**config.mk**
```make
export PLATFORM = sky130hd
export DESIGN_NAME = cdb_arbiter_flat
export DESIGN_NICKNAME = d
export VERILOG_FILES = /design/src/rtl/cdb_arbiter_if.sv /design/src/rtl/cdb_arbiter.sv /design/src/flat_wrapper.sv
export SDC_FILE = /design/constraint.sdc
export NUM_CORES = 1
export LEC_CHECK = 0
export BUFFER_PORTS_ARGS = -buffer_cell sky130_fd_sc_hd__buf_4
export CORE_MARGIN = 2
export CORE_UTILIZATION = 40
export CTS_CLUSTER_SIZE = 12
export DETAILED_ROUTE_END_ITERATION = 16
export PLACE_DENSITY = 0.65
export SETUP_SLACK_MARGIN = 0.4
export SLEW_MARGIN = 20
export SYNTH_ARGS = -nofsm -noshare
export SYNTH_HDL_FRONTEND = slang
export SYNTH_SLANG_ARGS = --single-unit
```
**constraint.sdc**
```tcl
create_clock -name clk -period 3 [get_ports clk]
set_clock_uncertainty 0.1 [all_clocks]
set_input_delay 0.6 -clock clk [delete_from_list [all_inputs] [get_ports clk]]
set_output_delay 0.6 -clock clk [all_outputs]
set_load 0.05 [all_outputs]
```
**src/rtl/cdb_arbiter_if.sv**
```systemverilog
// cdb_arbiter_if: bundle of the result-producer handshakes and the common data
// bus broadcast shared between the ALU, the LSB and the CDB arbiter.
//   alu_valid/alu_rob_pos/alu_val  ALU result push        (producer -> arbiter)
//   alu_full                       ALU FIFO full           (arbiter -> producer)
//   lsb_valid/lsb_rob_pos/lsb_val  load result push       (producer -> arbiter)
//   lsb_full                       LSB FIFO full           (arbiter -> producer)
//   cdb_valid/cdb_rob_pos/cdb_val  broadcast result        (arbiter -> snoopers)
//   cdb_src                        0 = ALU, 1 = LSB        (arbiter -> snoopers)
//   overflow                       sticky push-while-full  (arbiter -> anyone)
// master = producer/snooper side, slave = arbiter side.
interface cdb_arbiter_if #(
   parameter int ROB_W  = 4,
   parameter int DATA_W = 32
);
   logic              alu_valid;
   logic [ROB_W-1:0]  alu_rob_pos;
   logic [DATA_W-1:0] alu_val;
   logic              alu_full;
   logic              lsb_valid;
   logic [ROB_W-1:0]  lsb_rob_pos;
   logic [DATA_W-1:0] lsb_val;
   logic              lsb_full;
   logic              cdb_valid;
   logic [ROB_W-1:0]  cdb_rob_pos;
   logic [DATA_W-1:0] cdb_val;
   logic              cdb_src;
   logic              overflow;

   modport master (
      output alu_valid, alu_rob_pos, alu_val,
      output lsb_valid, lsb_rob_pos, lsb_val,
      input  alu_full, lsb_full,
      input  cdb_valid, cdb_rob_pos, cdb_val, cdb_src, overflow
   );

   modport slave (
      input  alu_valid, alu_rob_pos, alu_val,
      input  lsb_valid, lsb_rob_pos, lsb_val,
      output alu_full, lsb_full,
      output cdb_valid, cdb_rob_pos, cdb_val, cdb_src, overflow
   );
endinterface

```
**src/rtl/cdb_arbiter.sv**
```systemverilog
// cdb_arbiter: shares the single common data bus between the ALU and the LSB
// load-result producers. Each source owns a DEPTH-entry in-order FIFO that
// absorbs collisions; one result is broadcast per cycle, with round-robin
// arbitration on ties. Flushed by rollback, frozen while rdy is low.
// Ports:
//   clk       rising-edge clock
//   rst_n     asynchronous active-low reset
//   rdy       global ready; low holds every register
//   rollback  misprediction flush of both FIFOs
//   bus       cdb_arbiter_if.slave (producer pushes, full flags, CDB outputs)
// All outputs are registered; there is no input-to-output combinational path.
module cdb_arbiter #(
   parameter int DEPTH  = 4,
   parameter int ROB_W  = 4,
   parameter int DATA_W = 32
) (
   input  logic           clk,
   input  logic           rst_n,
   input  logic           rdy,
   input  logic           rollback,
   cdb_arbiter_if.slave   bus
);

   localparam int PTR_W = $clog2(DEPTH);
   localparam int CNT_W = PTR_W + 1;
   localparam logic [CNT_W-1:0] FULL_CNT = CNT_W'(DEPTH);

   typedef enum logic {
      SRC_ALU = 1'b0,
      SRC_LSB = 1'b1
   } src_e;

   typedef struct packed {
      logic [ROB_W-1:0]  rob_pos;
      logic [DATA_W-1:0] val;
   } entry_t;

   // FIFO storage and bookkeeping
   entry_t           alu_mem [DEPTH];
   entry_t           lsb_mem [DEPTH];
   logic [PTR_W-1:0] alu_rd, alu_wr, lsb_rd, lsb_wr;
   logic [CNT_W-1:0] alu_cnt, lsb_cnt;

   // arbitration state
   src_e             last_grant, last_grant_nx;

   // registered outputs
   logic              cdb_valid_q;
   logic [ROB_W-1:0]  cdb_rob_pos_q;
   logic [DATA_W-1:0] cdb_val_q;
   src_e              cdb_src_q;
   logic              alu_full_q, lsb_full_q, overflow_q;

   // combinational decision signals
   entry_t           alu_in, lsb_in;
   entry_t           alu_cand, lsb_cand, gnt_entry;
   logic             alu_cand_v, lsb_cand_v;
   logic             alu_head_v, lsb_head_v;
   logic             gnt_v;
   src_e             gnt_src;
   logic             alu_win, lsb_win;
   logic             alu_pop, lsb_pop;
   logic             alu_direct, lsb_direct;
   logic             alu_push, lsb_push;
   logic             alu_drop, lsb_drop;
   logic [CNT_W-1:0] alu_cnt_nx, lsb_cnt_nx;

   always_comb begin
      alu_in        = '{rob_pos: bus.alu_rob_pos, val: bus.alu_val};
      lsb_in        = '{rob_pos: bus.lsb_rob_pos, val: bus.lsb_val};

      // A non-empty FIFO always presents its head; an incoming push may only
      // be a candidate when its own FIFO is empty, which preserves order.
      alu_head_v    = (alu_cnt != '0);
      lsb_head_v    = (lsb_cnt != '0);
      alu_cand      = alu_head_v ? alu_mem[alu_rd] : alu_in;
      lsb_cand      = lsb_head_v ? lsb_mem[lsb_rd] : lsb_in;
      alu_cand_v    = alu_head_v || bus.alu_valid;
      lsb_cand_v    = lsb_head_v || bus.lsb_valid;

      gnt_v         = alu_cand_v || lsb_cand_v;
      gnt_src       = last_grant;
      if (alu_cand_v && lsb_cand_v) begin
         gnt_src = (last_grant == SRC_LSB) ? SRC_ALU : SRC_LSB;
      end else if (alu_cand_v) begin
         gnt_src = SRC_ALU;
      end else if (lsb_cand_v) begin
         gnt_src = SRC_LSB;
      end
      gnt_entry     = (gnt_src == SRC_ALU) ? alu_cand : lsb_cand;
      last_grant_nx = gnt_v ? gnt_src : last_grant;

      alu_win       = gnt_v && (gnt_src == SRC_ALU);
      lsb_win       = gnt_v && (gnt_src == SRC_LSB);
      alu_pop       = alu_win && alu_head_v;
      lsb_pop       = lsb_win && lsb_head_v;
      alu_direct    = alu_win && !alu_head_v;
      lsb_direct    = lsb_win && !lsb_head_v;

      // Acceptance looks at the pre-edge count: a simultaneous pop does not
      // make room for a push that arrives while full.
      alu_push      = bus.alu_valid && !alu_direct && (alu_cnt != FULL_CNT);
      lsb_push      = bus.lsb_valid && !lsb_direct && (lsb_cnt != FULL_CNT);
      alu_drop      = bus.alu_valid && !alu_direct && (alu_cnt == FULL_CNT);
      lsb_drop      = bus.lsb_valid && !lsb_direct && (lsb_cnt == FULL_CNT);

      alu_cnt_nx    = alu_cnt + CNT_W'(alu_push) - CNT_W'(alu_pop);
      lsb_cnt_nx    = lsb_cnt + CNT_W'(lsb_push) - CNT_W'(lsb_pop);
   end

   always_ff @(posedge clk or negedge rst_n) begin
      if (!rst_n) begin
         alu_rd        <= '0;
         alu_wr        <= '0;
         alu_cnt       <= '0;
         lsb_rd        <= '0;
         lsb_wr        <= '0;
         lsb_cnt       <= '0;
         last_grant    <= SRC_LSB;
         cdb_valid_q   <= 1'b0;
         cdb_rob_pos_q <= '0;
         cdb_val_q     <= '0;
         cdb_src_q     <= SRC_ALU;
         alu_full_q    <= 1'b0;
         lsb_full_q    <= 1'b0;
         overflow_q    <= 1'b0;
      end else if (rdy) begin
         if (rollback) begin
            alu_rd      <= '0;
            alu_wr      <= '0;
            alu_cnt     <= '0;
            lsb_rd      <= '0;
            lsb_wr      <= '0;
            lsb_cnt     <= '0;
            cdb_valid_q <= 1'b0;
            alu_full_q  <= 1'b0;
            lsb_full_q  <= 1'b0;
         end else begin
            if (alu_push) alu_wr <= alu_wr + 1'b1;
            if (alu_pop)  alu_rd <= alu_rd + 1'b1;
            if (lsb_push) lsb_wr <= lsb_wr + 1'b1;
            if (lsb_pop)  lsb_rd <= lsb_rd + 1'b1;
            alu_cnt     <= alu_cnt_nx;
            lsb_cnt     <= lsb_cnt_nx;
            alu_full_q  <= (alu_cnt_nx == FULL_CNT);
            lsb_full_q  <= (lsb_cnt_nx == FULL_CNT);
            overflow_q  <= overflow_q || alu_drop || lsb_drop;
            last_grant  <= last_grant_nx;
            cdb_valid_q <= gnt_v;
            if (gnt_v) begin
               cdb_rob_pos_q <= gnt_entry.rob_pos;
               cdb_val_q     <= gnt_entry.val;
               cdb_src_q     <= gnt_src;
            end
         end
      end
   end

   // Storage needs no reset: counts gate every read.
   always_ff @(posedge clk) begin
      if (rdy && !rollback) begin
         if (alu_push) alu_mem[alu_wr] <= alu_in;
         if (lsb_push) lsb_mem[lsb_wr] <= lsb_in;
      end
   end

   assign bus.cdb_valid   = cdb_valid_q;
   assign bus.cdb_rob_pos = cdb_rob_pos_q;
   assign bus.cdb_val     = cdb_val_q;
   assign bus.cdb_src     = cdb_src_q;
   assign bus.alu_full    = alu_full_q;
   assign bus.lsb_full    = lsb_full_q;
   assign bus.overflow    = overflow_q;

endmodule

```
**src/flat_wrapper.sv**
```systemverilog
// flat-port wrapper written by rule: the top's interface ports become plain ports
module cdb_arbiter_flat 
#(
   parameter int DEPTH  = 4,
   parameter int ROB_W  = 4,
   parameter int DATA_W = 32
)
  (clk, rst_n, rdy, rollback, bus_alu_valid, bus_alu_rob_pos, bus_alu_val, bus_lsb_valid, bus_lsb_rob_pos, bus_lsb_val, bus_alu_full, bus_lsb_full, bus_cdb_valid, bus_cdb_rob_pos, bus_cdb_val, bus_cdb_src, bus_overflow);
  cdb_arbiter_if #(.ROB_W(ROB_W), .DATA_W(DATA_W)) bus_i ();
  input  logic clk;
  input  logic rst_n;
  input  logic rdy;
  input  logic rollback;
  input wire logic [$bits(bus_i.alu_valid)-1:0] bus_alu_valid;
  input wire logic [$bits(bus_i.alu_rob_pos)-1:0] bus_alu_rob_pos;
  input wire logic [$bits(bus_i.alu_val)-1:0] bus_alu_val;
  input wire logic [$bits(bus_i.lsb_valid)-1:0] bus_lsb_valid;
  input wire logic [$bits(bus_i.lsb_rob_pos)-1:0] bus_lsb_rob_pos;
  input wire logic [$bits(bus_i.lsb_val)-1:0] bus_lsb_val;
  output wire logic [$bits(bus_i.alu_full)-1:0] bus_alu_full;
  output wire logic [$bits(bus_i.lsb_full)-1:0] bus_lsb_full;
  output wire logic [$bits(bus_i.cdb_valid)-1:0] bus_cdb_valid;
  output wire logic [$bits(bus_i.cdb_rob_pos)-1:0] bus_cdb_rob_pos;
  output wire logic [$bits(bus_i.cdb_val)-1:0] bus_cdb_val;
  output wire logic [$bits(bus_i.cdb_src)-1:0] bus_cdb_src;
  output wire logic [$bits(bus_i.overflow)-1:0] bus_overflow;
  assign bus_i.alu_valid = bus_alu_valid;
  assign bus_i.alu_rob_pos = bus_alu_rob_pos;
  assign bus_i.alu_val = bus_alu_val;
  assign bus_i.lsb_valid = bus_lsb_valid;
  assign bus_i.lsb_rob_pos = bus_lsb_rob_pos;
  assign bus_i.lsb_val = bus_lsb_val;
  assign bus_alu_full = bus_i.alu_full;
  assign bus_lsb_full = bus_i.lsb_full;
  assign bus_cdb_valid = bus_i.cdb_valid;
  assign bus_cdb_rob_pos = bus_i.cdb_rob_pos;
  assign bus_cdb_val = bus_i.cdb_val;
  assign bus_cdb_src = bus_i.cdb_src;
  assign bus_overflow = bus_i.overflow;
  cdb_arbiter #(.DEPTH(DEPTH), .ROB_W(ROB_W), .DATA_W(DATA_W)) u_core (.clk(clk), .rst_n(rst_n), .rdy(rdy), .rollback(rollback), .bus(bus_i));
endmodule
```
Yosys cells after proc, flatten, opt, wreduce, memory -nomap -nowiden:

Memories as Yosys holds them, arrays and structs flattened.
Cells that the tools add are included.

* logic and storage cells: 94
* bits in registers: 56
* input port bits: 78
* RAM bits: 288
* memories: 2
* output and inout bits: 41

* add/subtract/negate cells: 8
* multiplexer cells: 26
* equality and inequality tests: 6
* bitwise logic cells: 2
* reduce and logical (&&, ||, !) cells: 36

Memories
* u_core.alu_mem: words 4, bits a word 36, rd ports 1, clocked after Yosys merged registers in 0, wr ports 1, RTL line cdb_arbiter.sv:39 `entry_t alu_mem [DEPTH];`
* u_core.lsb_mem: words 4, bits a word 36, rd ports 1, clocked after Yosys merged registers in 0, wr ports 1, RTL line cdb_arbiter.sv:40 `entry_t lsb_mem [DEPTH];`

Operators with widths (count)
* 36-bit 2-to-1 mux: 3
* 2-bit 2-to-1 mux: 8
* 1-bit logical AND: 14
* 1-bit 2-to-1 mux: 13
* 3-bit == test, second input constant: 4
* 2-bit AND reduction: 5
* 2-bit by 1-bit adder with 2-bit output, second input constant: 4
* 2-bit nonzero test: 4
* 3-bit by 1-bit adder with 3-bit output: 2
* 3-bit 2-to-1 mux: 2
* 3-bit != test, second input constant: 2
* 3-bit nonzero test: 2
* 3-bit by 1-bit subtractor with 3-bit output: 2
* 1-bit logical NOT: 5
* 1-bit logical OR: 5
* 3-bit AND reduction: 1
* 1-bit NOT: 2

Logic depth before layout (Yosys ltp):

* word-level depth: 15
* mapped depth: 14
* gate-level depth less buffers: 12

Worst setup path after synthesis:

OpenSTA, ideal clock, no wires.

* kind: in2reg
* start: in bus_lsb_valid
* end: reg u_core.alu_full_q, in the netlist u_core.bus.alu_full
* data required time: 2.822 ns
* setup time: 0.078 ns
* buffers on the path: 1
* path slack: -0.157 ns
* cell stages on the path: 12
* arrival: 2.980 ns
* cell sequence: or4_1 -> a21oi_2 -> buf_4 -> ha_1 -> inv_1 -> ha_1 -> inv_1 -> fa_1 -> xnor2_1 -> xnor2_1 -> nand2_1 -> o2bb2ai_1

* cells in the longest elaborated chain, start to end: 14
* elaborated cells between the ends (all ways): 17
* those cells by class: add/sub (2); eq/ne (1); mux (4); bitwise (1); reduce/logical (9)

Ends and longest elaborated chain
* start: declaration: RTL line flat_wrapper.sv:17 `input wire logic [$bits(bus_i.lsb_valid)-1:0] bus_lsb_valid;`
* 1-bit logical OR (*): RTL line cdb_arbiter.sv:79 `lsb_cand_v = lsb_head_v || bus.lsb_valid;`
* 1-bit 2-to-1 mux: RTL line cdb_arbiter.sv:87 `end else if (lsb_cand_v) begin`
* 1-bit 2-to-1 mux: RTL line cdb_arbiter.sv:85 `end else if (alu_cand_v) begin`
* 1-bit 2-to-1 mux: RTL line cdb_arbiter.sv:83 `if (alu_cand_v && lsb_cand_v) begin`
* 1-bit NOT
* 1-bit logical AND (*): RTL line cdb_arbiter.sv:93 `alu_win = gnt_v && (gnt_src == SRC_ALU);`
* 1-bit logical AND: RTL line cdb_arbiter.sv:97 `alu_direct = alu_win && !alu_head_v;`
* 1-bit logical NOT: RTL line cdb_arbiter.sv:102 `alu_push = bus.alu_valid && !alu_direct && (alu_cnt != FULL_CNT);`
* 1-bit logical AND (2 in series): RTL line cdb_arbiter.sv:102
* 3-bit by 1-bit adder with 3-bit output: RTL line cdb_arbiter.sv:107 `alu_cnt_nx = alu_cnt + CNT_W'(alu_push) - CNT_W'(alu_pop);`
* 3-bit by 1-bit subtractor with 3-bit output (*): RTL line cdb_arbiter.sv:107
* 3-bit == test (*): RTL line cdb_arbiter.sv:145 `alu_full_q <= (alu_cnt_nx == FULL_CNT);`
* 1-bit 2-to-1 mux (*): RTL line cdb_arbiter.sv:128 `if (rollback) begin`
* end signal: assignment: RTL line cdb_arbiter.sv:145
* end: declaration: RTL line cdb_arbiter.sv:52 `logic alu_full_q, lsb_full_q, overflow_q;`

Mark *: on every way between the ends. The rest lies on a longest branch, timed or not.
A chain may end at the register's enable or synchronous reset.

Worst setup path in the final report:

* start: reg u_core.lsb_cnt[1]
* end: reg u_core.alu_full_q, in the netlist u_core.bus.alu_full

* cells in the longest elaborated chain, start to end: 15
* elaborated cells between the ends (all ways): 18
* those cells by class: add/sub (2); eq/ne (1); mux (4); bitwise (1); reduce/logical (10)

Ends and longest elaborated chain
* start: declaration: RTL line cdb_arbiter.sv:42 `logic [CNT_W-1:0] alu_cnt, lsb_cnt;`
* start signal: assignment: RTL line cdb_arbiter.sv:144 `lsb_cnt <= lsb_cnt_nx;`
* 3-bit nonzero test (*): RTL line cdb_arbiter.sv:75 `lsb_head_v = (lsb_cnt != '0);`
* 1-bit logical OR (*): RTL line cdb_arbiter.sv:79
* 1-bit 2-to-1 mux: RTL line cdb_arbiter.sv:87
* 1-bit 2-to-1 mux: RTL line cdb_arbiter.sv:85
* 1-bit 2-to-1 mux: RTL line cdb_arbiter.sv:83
* 1-bit NOT
* 1-bit logical AND (*): RTL line cdb_arbiter.sv:93
* 1-bit logical AND: RTL line cdb_arbiter.sv:97
* 1-bit logical NOT: RTL line cdb_arbiter.sv:102
* 1-bit logical AND (2 in series): RTL line cdb_arbiter.sv:102
* 3-bit by 1-bit adder with 3-bit output: RTL line cdb_arbiter.sv:107
* 3-bit by 1-bit subtractor with 3-bit output (*): RTL line cdb_arbiter.sv:107
* 3-bit == test (*): RTL line cdb_arbiter.sv:145
* 1-bit 2-to-1 mux (*): RTL line cdb_arbiter.sv:128

Marked as above.

==> impl_summary.md <==
Setup path
The required time at the worst-slack endpoint is 3.33 ns. For flop-to-flop paths, the worst setup slack is 0.42 ns. The worst register-to-register path begins at u_core.lsb_cnt[1].

The nature of the critical path startpoint is a register. STA classifies the critical path endpoint as a register. The worst-case reg-to-reg path depth is 11.

The last element of the critical path is u_core.bus.alu_full. The launching element of the worst setup path is u_core.lsb_cnt[1]. STA puts the critical path data arrival time at 2.91 ns. The highest fanout seen on the critical path is 4. The worst register-to-register path ends at u_core.bus.alu_full. The critical path class is reg2reg.

GRT
The number of global-route vias before repair is 7822. The overall fraction of global-route tracks in use is 18.1%. The first global-routing pass estimated 49300 um of wire.

Entering global routing, the biggest net connects 57 pins. The initial antenna violation count was 3. Summed over all layers, the global routing overflow is 0.

Placed design
The routability-driven placement congestion ratio is 0.884. The number of cells in the design after placement is 1379. The post-detailed-placement half-perimeter wirelength is 21400 um. The count of input and output buffers is 118. OpenSTA, run right after detailed placement, puts the worst setup slack at 0.0541 ns.

Floorplan
The number of rows created at floorplan is 68. The starting density of the core is 40.5%. In this run the vertical extent of the chip is 191 um.

The die area is 0.0363 mm^2. The horizontal die dimension is 191 um. The floorplan step defined a core boundary enclosing 0.0344 mm^2.

During I/O placement, the number of pins put on the boundary was 119.

Clocking
Clock-pin slew was measured on the worst setup and hold paths at 0.06 ns. In this run the number of H-tree levels came out at 2. The CTS tree is done. The clock network latency to the later pin of the worst-skew pair is 0.51 ns. The number of clock buffers inserted by TritonCTS is 35. For this design, the CTS-stage hold fixing added 0 buffers. CTS saw 344 sinks. The longest clock path from root to sink contains 3 buffers.

CTS placed an instance of clkbuf_16 at the clock tree root.

STA
Based on the critical path, the design can be clocked at up to 387 MHz. The setup total negative slack is 0 ns. The relative slew slack is 46.0%. The final period utilization is 86.0%. The number of hold violations in the final report is 0. The transition time of the tightest slew-check pin is 0.809 ns. Setup violations remaining at the end of the flow were counted as 0.

The final-report max-slew violation count was 0. Setup repair after global routing could not meet its margin everywhere. Setup slack closes at 0.419 ns. The smallest clock period supported by the final layout is computed as 2.58 ns.

Power and ir drop
Combinational logic is responsible for 38.9% of the overall power. The cell leakage power is 5.86 nW. IR analysis of the VDD net gives a maximum drop of 476 uV. The total net switching power is 6.06 mW. The cell internal power dissipation is 10.7 mW.

For this design the ratio of total power to cell area is 998 mW/mm^2. The clock network burns 24.2% of the power. The part of the total power dissipated in sequential elements is 36.8%.

The switching portion of total power is 36.2%.

Detailed routing
Dividing the detail-routed wire length by the instance count gives 22.2 um. In the routed layout, each cell is associated on average with a via count of 5.38. The via count is 7794. The DRC violation count after routing is 0.

The remaining antenna violation count is 0. The first detailed-routing pass took 5 iterations. The detailed router's first-iteration violation count is 826. The total wire length is 32200 um.

Final layout
In the layout the commonest cells are edfxtp_1, buf_4, nand2_1. The filler-free cell count of the finished design is 1450. The area added between synthesis and finish is 20.6%. The fraction of layout instances using a drive strength above 1 is 32.1%.

The most common cell after layout, fill and taps aside is edfxtp_1. At the end of the flow the core is filled with cells to 48.8%. At the end of the flow, the number of nets in the layout was 1059.

Synthesis
For this run, asynchronously set or reset flops after synthesis account for 16.3%. In this run the mean area of a mapped cell was 17.0 um^2. Counting distinct cell types in the post-synthesis netlist gives 46. Sequential elements use 72.2% of the synthesized area. The cell count after synthesis came out at 820. The most used flip-flop cell after synthesis is edfxtp_1. The post-synthesis net count is 912. The number of synthesized register bits is 344. The number of flops mapped to enable cells by yosys is 288.

The area of the mapped netlist is 0.0139 mm^2. The number of synthesis warnings is 0.

Outcome
The run finished with clean final reports.

Min path
The worst hold path belongs to the class in2async.

Flow run
The tool flagged a number of max-cap violations equal to 0.
-- what timing repair did --
item | in CTS | in global routing
setup endpoints to repair | 24 | 11
pin swaps | 7 | 5
gates resized for setup | 6 | 4
setup buffers | 4 | 2
-- cells by family after synthesis --
logic type               after synthesis  synth area share (%)
buffers and inverters                 66                  2.04
AO/OA/AOI/OAI                        127                  6.30
adder cells (fa/ha/maj)               14                  1.37
flip-flops                           344                  72.2
XOR/XNOR                               4                 0.252
multiplexers                          74                  11.8
AND/OR/NAND/NOR                      191                  6.05
-- power groups by stage --
stage | registers (mW) | logic [mW] | clock network, mW
floorplan | 6.97 | 3.69 | 0
detailed placement | 6.28 | 6.42 | 0
CTS | 6.18 | 6.52 | 4.14
global route | 6.22 | 7.06 | 4.34
finish | 6.17 | 6.52 | 4.06
global placement | 6.26 | 6.39 | 0
-- layer usage --
layer,track usage (%),share of wire (%),vias up
met1,26.8,43,3992
li1,-,-,3520
met4,6.20,2.7,2
met5,0,0.050,-
met2,27.0,47,234
met3,3.48,7.3,46
-- worst min-delay path by stage --
stage | from | end | slack (ns) | cells after the start
2_1_floorplan | rst_n | u_core.alu_cnt[0] | 0.20 | 0
3_3_place_gp | u_core.bus.overflow | u_core.bus.overflow | 0.35 | 1
3_5_place_dp | u_core.bus.overflow | u_core.bus.overflow | 0.36 | 1
4_1_cts | rst_n | u_core.bus.cdb_val[27] | 0.09 | 1
5_1_grt | rst_n | u_core.bus.cdb_val[27] | 0.11 | 1
6_report | rst_n | u_core.bus.cdb_val[19] | 0.06 | 1
-- final cells by class --
cell class	count	area [um^2]
antenna	2	5.00
clock buffer	62	1060
clock inverter	1	5.00
fill	2878	17600
inverter	15	56.3
multi-input combinational	410	3720
sequential	344	10100
tap	455	569
timing repair buffer	161	1310
-- synth_stat cells, types with 4 or more instances --
cell | number | area share, %
edfxtp_1 | 288 | 62
nand2_1 | 130 | 3.5
mux4_2 | 72 | 12
dfrtp_1 | 55 | 9.9
a21oi_1 | 37 | 1.3
o21ai_0 | 35 | 1.3
clkbuf_1 | 29 | 0.78
a32o_1 | 24 | 1.7
buf_2 | 17 | 0.61
nor2_1 | 17 | 0.46
inv_1 | 15 | 0.40
nand3_1 | 15 | 0.54
a222oi_1 | 13 | 0.93
ha_1 | 12 | 1.1
and3_1 | 9 | 0.40
o21ai_1 | 5 | 0.18
buf_4 | 4 | 0.22
-- per-stage QoR --
step                      power (mW)  cell area, um^2  hold WS (ns)
final                           16.7            16800        0.0602
after global routing            17.6            16800         0.113
after detailed placement        12.7            15600         0.358
after global placement          12.7            15600         0.354
after CTS                       16.8            16800        0.0937
after floorplan                 10.7            14000         0.204
-- flip-flops by register name, indices dropped and copies added, names as in the netlist --
| register | flops |
|---|---|
| u_core.alu_cnt | 3 |
| u_core.bus.cdb_src | 1 |
| u_core.alu_wr | 2 |
| u_core.lsb_rd | 2 |
| u_core.bus.overflow | 1 |
| u_core.lsb_mem | 144 |
| u_core.lsb_wr | 2 |
| u_core.bus.alu_full | 1 |
| u_core.bus.lsb_full | 1 |
| u_core.last_grant | 1 |
| u_core.alu_rd | 2 |
| u_core.bus.cdb_rob_pos | 4 |
| u_core.lsb_cnt | 3 |
| u_core.bus.cdb_val | 32 |
| u_core.alu_mem | 144 |
| u_core.bus.cdb_valid | 1 |
-- critical path, stage by stage (launching register included) --
cell and delay (ns):
dfrtp_1 0.41, or4_4 0.55, a21oi_4 0.18, ha_4 0.22, inv_2 0.06, ha_4 0.12
inv_2 0.03, fa_2 0.34, xnor2_2 0.14, xnor2_1 0.13, nand2_1 0.08, o2bb2ai_1 0.14
No activity file was read; power rests on OpenSTA's default activity.
